**src/rtl/slot_pkg.sv**
```systemverilog
// Shared types and geometry helpers for the reel spin sequencer.
// Pure definitions; no logic, no latency.
package slot_pkg;

  typedef enum logic [1:0] {
    ST_IDLE = 2'd0,
    ST_SPIN = 2'd1,
    ST_DONE = 2'd2
  } top_state_t;

  typedef enum logic [1:0] {
    PH_FAST    = 2'd0,
    PH_SLOW    = 2'd1,
    PH_STOPPED = 2'd2
  } reel_phase_t;

  function automatic int strip_len(input int num_sprites, input int sprite_h);
    return num_sprites * sprite_h;
  endfunction

  function automatic int off_width(input int num_sprites, input int sprite_h);
    return $clog2(num_sprites * sprite_h);
  endfunction

endpackage

```
**src/rtl/reel_spin_sequencer_if.sv**
```systemverilog
// Command/status bundle between the command source and the sequencer.
// Level signals only; no handshake, the sequencer never stalls the source.
interface reel_spin_sequencer_if #(
  parameter int NUM_REELS = 3,
  parameter int SPRITE_W  = 3,
  parameter int OFF_W     = 9
);
  logic                          start_spin;
  logic [NUM_REELS*SPRITE_W-1:0] final_sprite;
  logic [NUM_REELS*OFF_W-1:0]    reel_offset;
  logic [NUM_REELS-1:0]          reel_stopped;
  logic                          busy;
  logic                          done;
  logic [2:0]                    state_led;

  modport master (
    output start_spin, final_sprite,
    input  reel_offset, reel_stopped, busy, done, state_led
  );

  modport slave (
    input  start_spin, final_sprite,
    output reel_offset, reel_stopped, busy, done, state_led
  );
endinterface

```
**src/rtl/reel_channel.sv**
```systemverilog
// One reel: fast phase, slow phase, then stop on target once the left reel is at rest.
// Offset/stopped update on the edge after a tick; no backpressure.
module reel_channel
  import slot_pkg::*;
#(
  parameter int STRIP     = 512,
  parameter int OFF_W     = 9,
  parameter int FAST_STEP = 16,
  parameter int SLOW_STEP = 4,
  parameter int CNT_W     = 7
) (
  input  logic             clk,
  input  logic             reset_n,
  input  logic             tick,
  input  logic             start,
  input  logic [CNT_W-1:0] fast_frames,
  input  logic [OFF_W-1:0] target,
  input  logic             left_stopped,
  output logic [OFF_W-1:0] offset,
  output logic             stopped
);

  reel_phase_t      phase;
  logic [CNT_W-1:0] cnt;

  // One extra bit keeps the carry so a non-power-of-two strip still wraps exactly.
  function automatic logic [OFF_W-1:0] wrap_add(input logic [OFF_W-1:0] a, input int step);
    logic [OFF_W:0] s;
    s = {1'b0, a} + (OFF_W+1)'(step);
    if (s >= (OFF_W+1)'(STRIP))
      s = s - (OFF_W+1)'(STRIP);
    return s[OFF_W-1:0];
  endfunction

  always_ff @(posedge clk or negedge reset_n) begin
    if (!reset_n) begin
      offset  <= '0;
      cnt     <= '0;
      phase   <= PH_STOPPED;
      stopped <= 1'b1;
    end else if (start) begin
      cnt     <= '0;
      phase   <= PH_FAST;
      stopped <= 1'b0;
    end else if (tick) begin
      case (phase)
        PH_FAST: begin
          offset <= wrap_add(offset, FAST_STEP);
          cnt    <= cnt + 1'b1;
          if (cnt == fast_frames - 1'b1)
            phase <= PH_SLOW;
        end
        PH_SLOW: begin
          if (offset == target && left_stopped) begin
            phase   <= PH_STOPPED;
            stopped <= 1'b1;
          end else begin
            offset <= wrap_add(offset, SLOW_STEP);
          end
        end
        default: ;
      endcase
    end
  end

endmodule

```
**src/rtl/reel_spin_sequencer.sv**
```systemverilog
// Frame-paced multi-reel spin sequencer: start edge -> SPIN next cycle, offsets move one cycle after each vsync tick.
// All outputs registered; start edges during SPIN are dropped, no backpressure.
module reel_spin_sequencer
  import slot_pkg::*;
#(
  parameter int NUM_REELS      = 3,
  parameter int NUM_SPRITES    = 8,
  parameter int SPRITE_W       = 3,
  parameter int SPRITE_H       = 64,
  parameter int FAST_STEP      = 16,
  parameter int SLOW_STEP      = 4,
  parameter int SPIN_FRAMES    = 60,
  parameter int STAGGER_FRAMES = 30
) (
  input  logic                 clk,
  input  logic                 reset_n,
  input  logic                 vsync,
  reel_spin_sequencer_if.slave bus
);

  localparam int STRIP    = strip_len(NUM_SPRITES, SPRITE_H);
  localparam int OFF_W    = off_width(NUM_SPRITES, SPRITE_H);
  localparam int MAX_FAST = SPIN_FRAMES + (NUM_REELS - 1) * STAGGER_FRAMES;
  localparam int CNT_W    = $clog2(MAX_FAST + 1);

  top_state_t           state;
  logic                 start_q;
  logic                 vsync_q;
  logic                 spin_go;
  logic                 tick;
  logic [NUM_REELS-1:0] stopped;
  logic [OFF_W-1:0]     tgt [NUM_REELS];

  // A start that launches a spin swallows a coincident frame tick.
  assign spin_go = bus.start_spin && !start_q && (state != ST_SPIN);
  assign tick    = !vsync && vsync_q && !spin_go;

  always_ff @(posedge clk or negedge reset_n) begin
    if (!reset_n) begin
      state         <= ST_IDLE;
      start_q       <= 1'b1;
      vsync_q       <= 1'b1;
      bus.busy      <= 1'b0;
      bus.done      <= 1'b0;
      bus.state_led <= 3'b001;
      for (int i = 0; i < NUM_REELS; i++)
        tgt[i] <= '0;
    end else begin
      start_q <= bus.start_spin;
      vsync_q <= vsync;
      if (spin_go) begin
        state         <= ST_SPIN;
        bus.busy      <= 1'b1;
        bus.done      <= 1'b0;
        bus.state_led <= 3'b010;
        for (int i = 0; i < NUM_REELS; i++)
          tgt[i] <= OFF_W'(bus.final_sprite[i*SPRITE_W +: SPRITE_W]) * OFF_W'(SPRITE_H);
      end else if (state == ST_SPIN && (&stopped)) begin
        state         <= ST_DONE;
        bus.busy      <= 1'b0;
        bus.done      <= 1'b1;
        bus.state_led <= 3'b100;
      end
    end
  end

  for (genvar g = 0; g < NUM_REELS; g++) begin : g_reel
    logic left_stopped;
    if (g == 0) begin : g_first
      assign left_stopped = 1'b1;
    end else begin : g_rest
      assign left_stopped = stopped[g-1];
    end

    reel_channel #(
      .STRIP     (STRIP),
      .OFF_W     (OFF_W),
      .FAST_STEP (FAST_STEP),
      .SLOW_STEP (SLOW_STEP),
      .CNT_W     (CNT_W)
    ) u_reel (
      .clk          (clk),
      .reset_n      (reset_n),
      .tick         (tick),
      .start        (spin_go),
      .fast_frames  (CNT_W'(SPIN_FRAMES + g * STAGGER_FRAMES)),
      .target       (tgt[g]),
      .left_stopped (left_stopped),
      .offset       (bus.reel_offset[g*OFF_W +: OFF_W]),
      .stopped      (stopped[g])
    );
  end

  assign bus.reel_stopped = stopped;

endmodule

```
**src/flat_wrapper.sv**
```systemverilog
// flat-port wrapper written by rule: the top's interface ports become plain ports
module reel_spin_sequencer_flat import slot_pkg::*;
#(
  parameter int NUM_REELS      = 3,
  parameter int NUM_SPRITES    = 8,
  parameter int SPRITE_W       = 3,
  parameter int SPRITE_H       = 64,
  parameter int FAST_STEP      = 16,
  parameter int SLOW_STEP      = 4,
  parameter int SPIN_FRAMES    = 60,
  parameter int STAGGER_FRAMES = 30
)
  (clk, reset_n, vsync, bus_start_spin, bus_final_sprite, bus_reel_offset, bus_reel_stopped, bus_busy, bus_done, bus_state_led);
  reel_spin_sequencer_if #(.NUM_REELS(NUM_REELS), .SPRITE_W(SPRITE_W), .OFF_W(($clog2(((8) * (64)))))) bus_i ();
  input  logic clk;
  input  logic reset_n;
  input  logic vsync;
  input wire logic [$bits(bus_i.start_spin)-1:0] bus_start_spin;
  input wire logic [$bits(bus_i.final_sprite)-1:0] bus_final_sprite;
  output wire logic [$bits(bus_i.reel_offset)-1:0] bus_reel_offset;
  output wire logic [$bits(bus_i.reel_stopped)-1:0] bus_reel_stopped;
  output wire logic [$bits(bus_i.busy)-1:0] bus_busy;
  output wire logic [$bits(bus_i.done)-1:0] bus_done;
  output wire logic [$bits(bus_i.state_led)-1:0] bus_state_led;
  assign bus_i.start_spin = bus_start_spin;
  assign bus_i.final_sprite = bus_final_sprite;
  assign bus_reel_offset = bus_i.reel_offset;
  assign bus_reel_stopped = bus_i.reel_stopped;
  assign bus_busy = bus_i.busy;
  assign bus_done = bus_i.done;
  assign bus_state_led = bus_i.state_led;
  reel_spin_sequencer #(.NUM_REELS(NUM_REELS), .NUM_SPRITES(NUM_SPRITES), .SPRITE_W(SPRITE_W), .SPRITE_H(SPRITE_H), .FAST_STEP(FAST_STEP), .SLOW_STEP(SLOW_STEP), .SPIN_FRAMES(SPIN_FRAMES), .STAGGER_FRAMES(STAGGER_FRAMES)) u_core (.clk(clk), .reset_n(reset_n), .vsync(vsync), .bus(bus_i));
endmodule
```
**config.mk**
```make
export PLATFORM = sky130hd
export DESIGN_NAME = reel_spin_sequencer_flat
export DESIGN_NICKNAME = d
export VERILOG_FILES = /design/src/rtl/slot_pkg.sv /design/src/rtl/reel_spin_sequencer_if.sv /design/src/rtl/reel_channel.sv /design/src/rtl/reel_spin_sequencer.sv /design/src/flat_wrapper.sv
export SDC_FILE = /design/constraint.sdc
export NUM_CORES = 1
export LEC_CHECK = 0
export ABC_AREA = 0
export ABC_CLOCK_PERIOD_IN_PS = 2200
export CAP_MARGIN = 20
export CELL_PAD_IN_SITES_DETAIL_PLACEMENT = 0
export CELL_PAD_IN_SITES_GLOBAL_PLACEMENT = 2
export CORE_ASPECT_RATIO = 1.75
export CORE_MARGIN = 4
export CORE_UTILIZATION = 36
export DETAILED_ROUTE_END_ITERATION = 8
export PLACE_DENSITY = 0.87
export SETUP_SLACK_MARGIN = 0.4
export SYNTH_ARGS = -nofsm -noshare
export SYNTH_HDL_FRONTEND = slang
export SYNTH_SLANG_ARGS = --single-unit
export TNS_END_PERCENT = 1
```
**constraint.sdc**
```tcl
create_clock -name clk -period 2.2 [get_ports clk]
set_input_delay 0.22 -clock clk [delete_from_list [all_inputs] [get_ports clk]]
set_output_delay 0.22 -clock clk [all_outputs]
set_load 0.05 [all_outputs]
```
==> summary.txt <==
status: completed
Worst Max-Slew Pin Slew: 0.511 ns
mapped cell area: 0.00351 mm^2
Crit path largest cell delay: 0.80 ns
Worst R2R Path Depth: 6
drt pass-1 iters: 4
Final Hold Viols: 0
WHS: 0.322 ns
crit path capture type: output pin
sequential fraction of design power: 0.382
WP data arrival: 1.67 ns
vias in the first global route: 2609
mean post-synth cell area: 11.1 um^2
Root Driver: clkbuf_16
CTS max path bufs: 2
first-pass GRT wire length: 12700 um
unrepaired setup endpoints after global routing: true
top sig layer: met4
distinct cell type count after synthesis: 53
CP bufs+invs: 1
min-delay worst type: in -> reg
Avg Vias per Cell: 5.01
Seq cells post-synth: 65
Sw Ratio: 0.389
Critical Path RT: 1.98 ns
logic gate share of total power: 0.348
max-slew violations: 0
Ant. Diodes: 0
maximum VDD drop: 0.543 mV
hpwl dp: 5520 um
grt ovf: 0
Port Buffers: 41
clock sink total: 65
capturing point of the worst reg2reg path: u_core.g_reel[2].u_reel.offset[6]
Pwr per Cell Area: 1140 mW/mm^2
crit start category: flop
CP Max Fanout: 3
Critical R2R Launch: u_core.g_reel[2].u_reel.offset[4]
layout cells sized above 1: 0.249
NetSw: 1.98 mW
FF-to-FF setup slack: 0.33 ns
max-cap violations: 0
Reg clk slew, reported paths: 0.05 ns
Synth async-reset ratio: 1.00
Lkg Pwr: 1.92 nW
Synth Flop Type: dfrtp_1
Hold Crit Depth: 1
starting density of the core: 0.369
crit path time final: 1.89 ns
Die Ht: 139 um
Final period util: 0.860
Metal-1 WL: 2950 um
Core Region: 0.00953 mm^2
dpl cells: 482
initial antenna violation count: 0
# IOs: 48
NumNets Final: 401
Syn. warnings: 0
min-delay src: bus_start_spin
metal2 WL: 4120 um
Post-Route WL: 7550 um
Critical-path top delay cell: clkdlybuf4s50_1
Final Instance Count excl. Fillers: 499
Max Fclk: 0.529 GHz
Crit path max-delay family: buffers and inverters
post-CTS setup repair buffer count: 0
H-tree depth: 3
Crit Path Class: reg -> out
Clock power frac: 0.270
crit-path cells: clkdlybuf4s50_1
Int Power: 3.11 mW
GR Util All Layers: 0.144
die area: 0.0115 mm^2
Setup violations, final: 0
routed length on met3: 297 um
Sum Neg Setup Slack: 0 ns
Mapped Cells: 317
Final Skew: 0.00678 ns
P&R area growth vs syn: 26.9%
Routability Congestion: 0.811
Routed wire per std cell: 15.1 um
maximum number of pins on one net before global-route repair: 66
worst skew pair latency: 0.33 ns
CTS tree: yes
FP Rows: 47
initial drt markers: 96
TritonCTS Buffers: 9
# DRC: 0
die width: 82.7 um
register area share after synthesis: 0.466
Worst Hold End: u_core.start_q
Routed Antenna Nets: 0
via count: 2500
Post-synth EDFFs: 0
Slew HR: 0.657
[power groups by stage]
stage / registers, mW / clock network (mW) / logic, mW
3_5_place_dp: 1.97 / 0 / 1.77
2_1_floorplan: 2.35 / 0 / 0.822
4_1_cts: 1.95 / 1.41 / 1.79
3_3_place_gp: 1.95 / 0 / 1.75
6_report: 1.94 / 1.37 / 1.77
5_1_grt: 1.99 / 1.46 / 1.94
[cell families (layout without fill, tap and decap cells)]
| family | count (synthesis) | count (layout) | share of synthesized area |
|---|---|---|---|
| flops | 65 | 65 | 0.466 |
| compound gates | 51 | 51 | 0.112 |
| fa+ha+maj | 16 | 16 | 0.0570 |
| mux | 14 | 14 | 0.0442 |
| simple gates | 90 | 90 | 0.160 |
| xor+xnor | 41 | 41 | 0.102 |
| other cells | 1 | 6 | 0.00107 |
| buf+inv | 39 | 94 | 0.0574 |
[area by class of cell]
| type | instances | area (um^2) |
|---|---|---|
| Clock inverter | 2 | 10.0 |
| Tap cell | 122 | 153 |
| Clock buffer | 14 | 284 |
| Sequential cell | 65 | 1660 |
| Fill cell | 897 | 5070 |
| Timing Repair Buffer | 60 | 564 |
| Multi-Input combinational cell | 218 | 1720 |
| Inverter | 18 | 67.6 |
[state kept, by name, indices dropped and copies added (netlist names)]
register	cells
u_core.g_reel.u_reel.cnt	21
u_core.g_reel.u_reel.stopped	3
u_core.tgt	9
u_core.g_reel.u_reel.offset	21
u_core.state	2
u_core.vsync_q	1
u_core.bus.state_led	1
u_core.g_reel.u_reel.phase	6
u_core.start_q	1
[timing repair]
item | 4_1_cts | 5_1_grt
resized for setup | 1 | 1
setup endpoints to repair | 17 | 33
hold endpoints to repair | 56 | 0
hold buffers | 1 | 0
[placed cells by master (no fill, tap or decap), drive strengths merged, types with 3 or more instances in the layout]
cell,instances
a2111oi,3
a211oi,8
a21oi,6
a22oi,3
a311oi,3
a31oi,7
and3,3
buf,19
clkbuf,14
clkdlybuf4s50,38
conb,6
dfrtp,56
dfstp,9
ha,16
inv,18
mux2,12
nand2,15
nand2b,3
nand3,8
nand4,9
nor2,28
nor2b,4
nor3b,5
nor4,3
nor4b,3
o21ai,6
o41ai,4
xnor2,10
xor2,31
[cell usage after synthesis, types with 5 or more instances]
master	number	area, um^2
nor2_1	28	105
xnor2_1	10	87.6
a21oi_1	6	30.0
nand3_1	8	40.0
nand2_1	15	56.3
dfstp_2	9	236
mux2_2	12	135
xor2_1	31	272
nand4_1	8	50.1
a31oi_1	7	43.8
ha_1	16	200
buf_4	11	82.6
dfrtp_1	56	1400
a211oi_1	8	60.1
inv_1	18	67.6
buf_2	5	25.0
[metal layers]
metal,up-vias,global-route usage
met5,-,0
met4,0,0.0629
met3,14,0.0384
met2,47,0.247
met1,1227,0.160
li1,1212,-
[worst max-delay path by stage]
stage | endpoint | start | slack (ns) | cells after the start
floorplan | u_core.g_reel[1].u_reel.offset[3] | u_core.g_reel[1].u_reel.offset[8] | 0.39 | 4
detailed placement | u_core.g_reel[2].u_reel.offset[3] | vsync | 0.23 | 5
CTS | bus_reel_stopped[1] | u_core.g_reel[1].u_reel.stopped | 0.22 | 1
global route | u_core.g_reel[2].u_reel.offset[6] | u_core.g_reel[2].u_reel.offset[4] | 0.23 | 6
global placement | u_core.g_reel[2].u_reel.offset[3] | vsync | 0.27 | 5
finish | bus_reel_stopped[2] | u_core.g_reel[2].u_reel.stopped | 0.31 | 1
[stage by stage]
step	power [mW]	instance area, um^2	utilization	setup WS (ns)
after global routing	5.40	4460	0.468	0.229
final	5.08	4460	0.468	0.308
after detailed placement	3.74	4150	0.436	0.232
after CTS	5.15	4460	0.468	0.219
after global placement	3.70	4150	0.436	0.273
after floorplan	3.17	3580	-	0.393
Note: power is estimated with default switching activity, not from simulation.
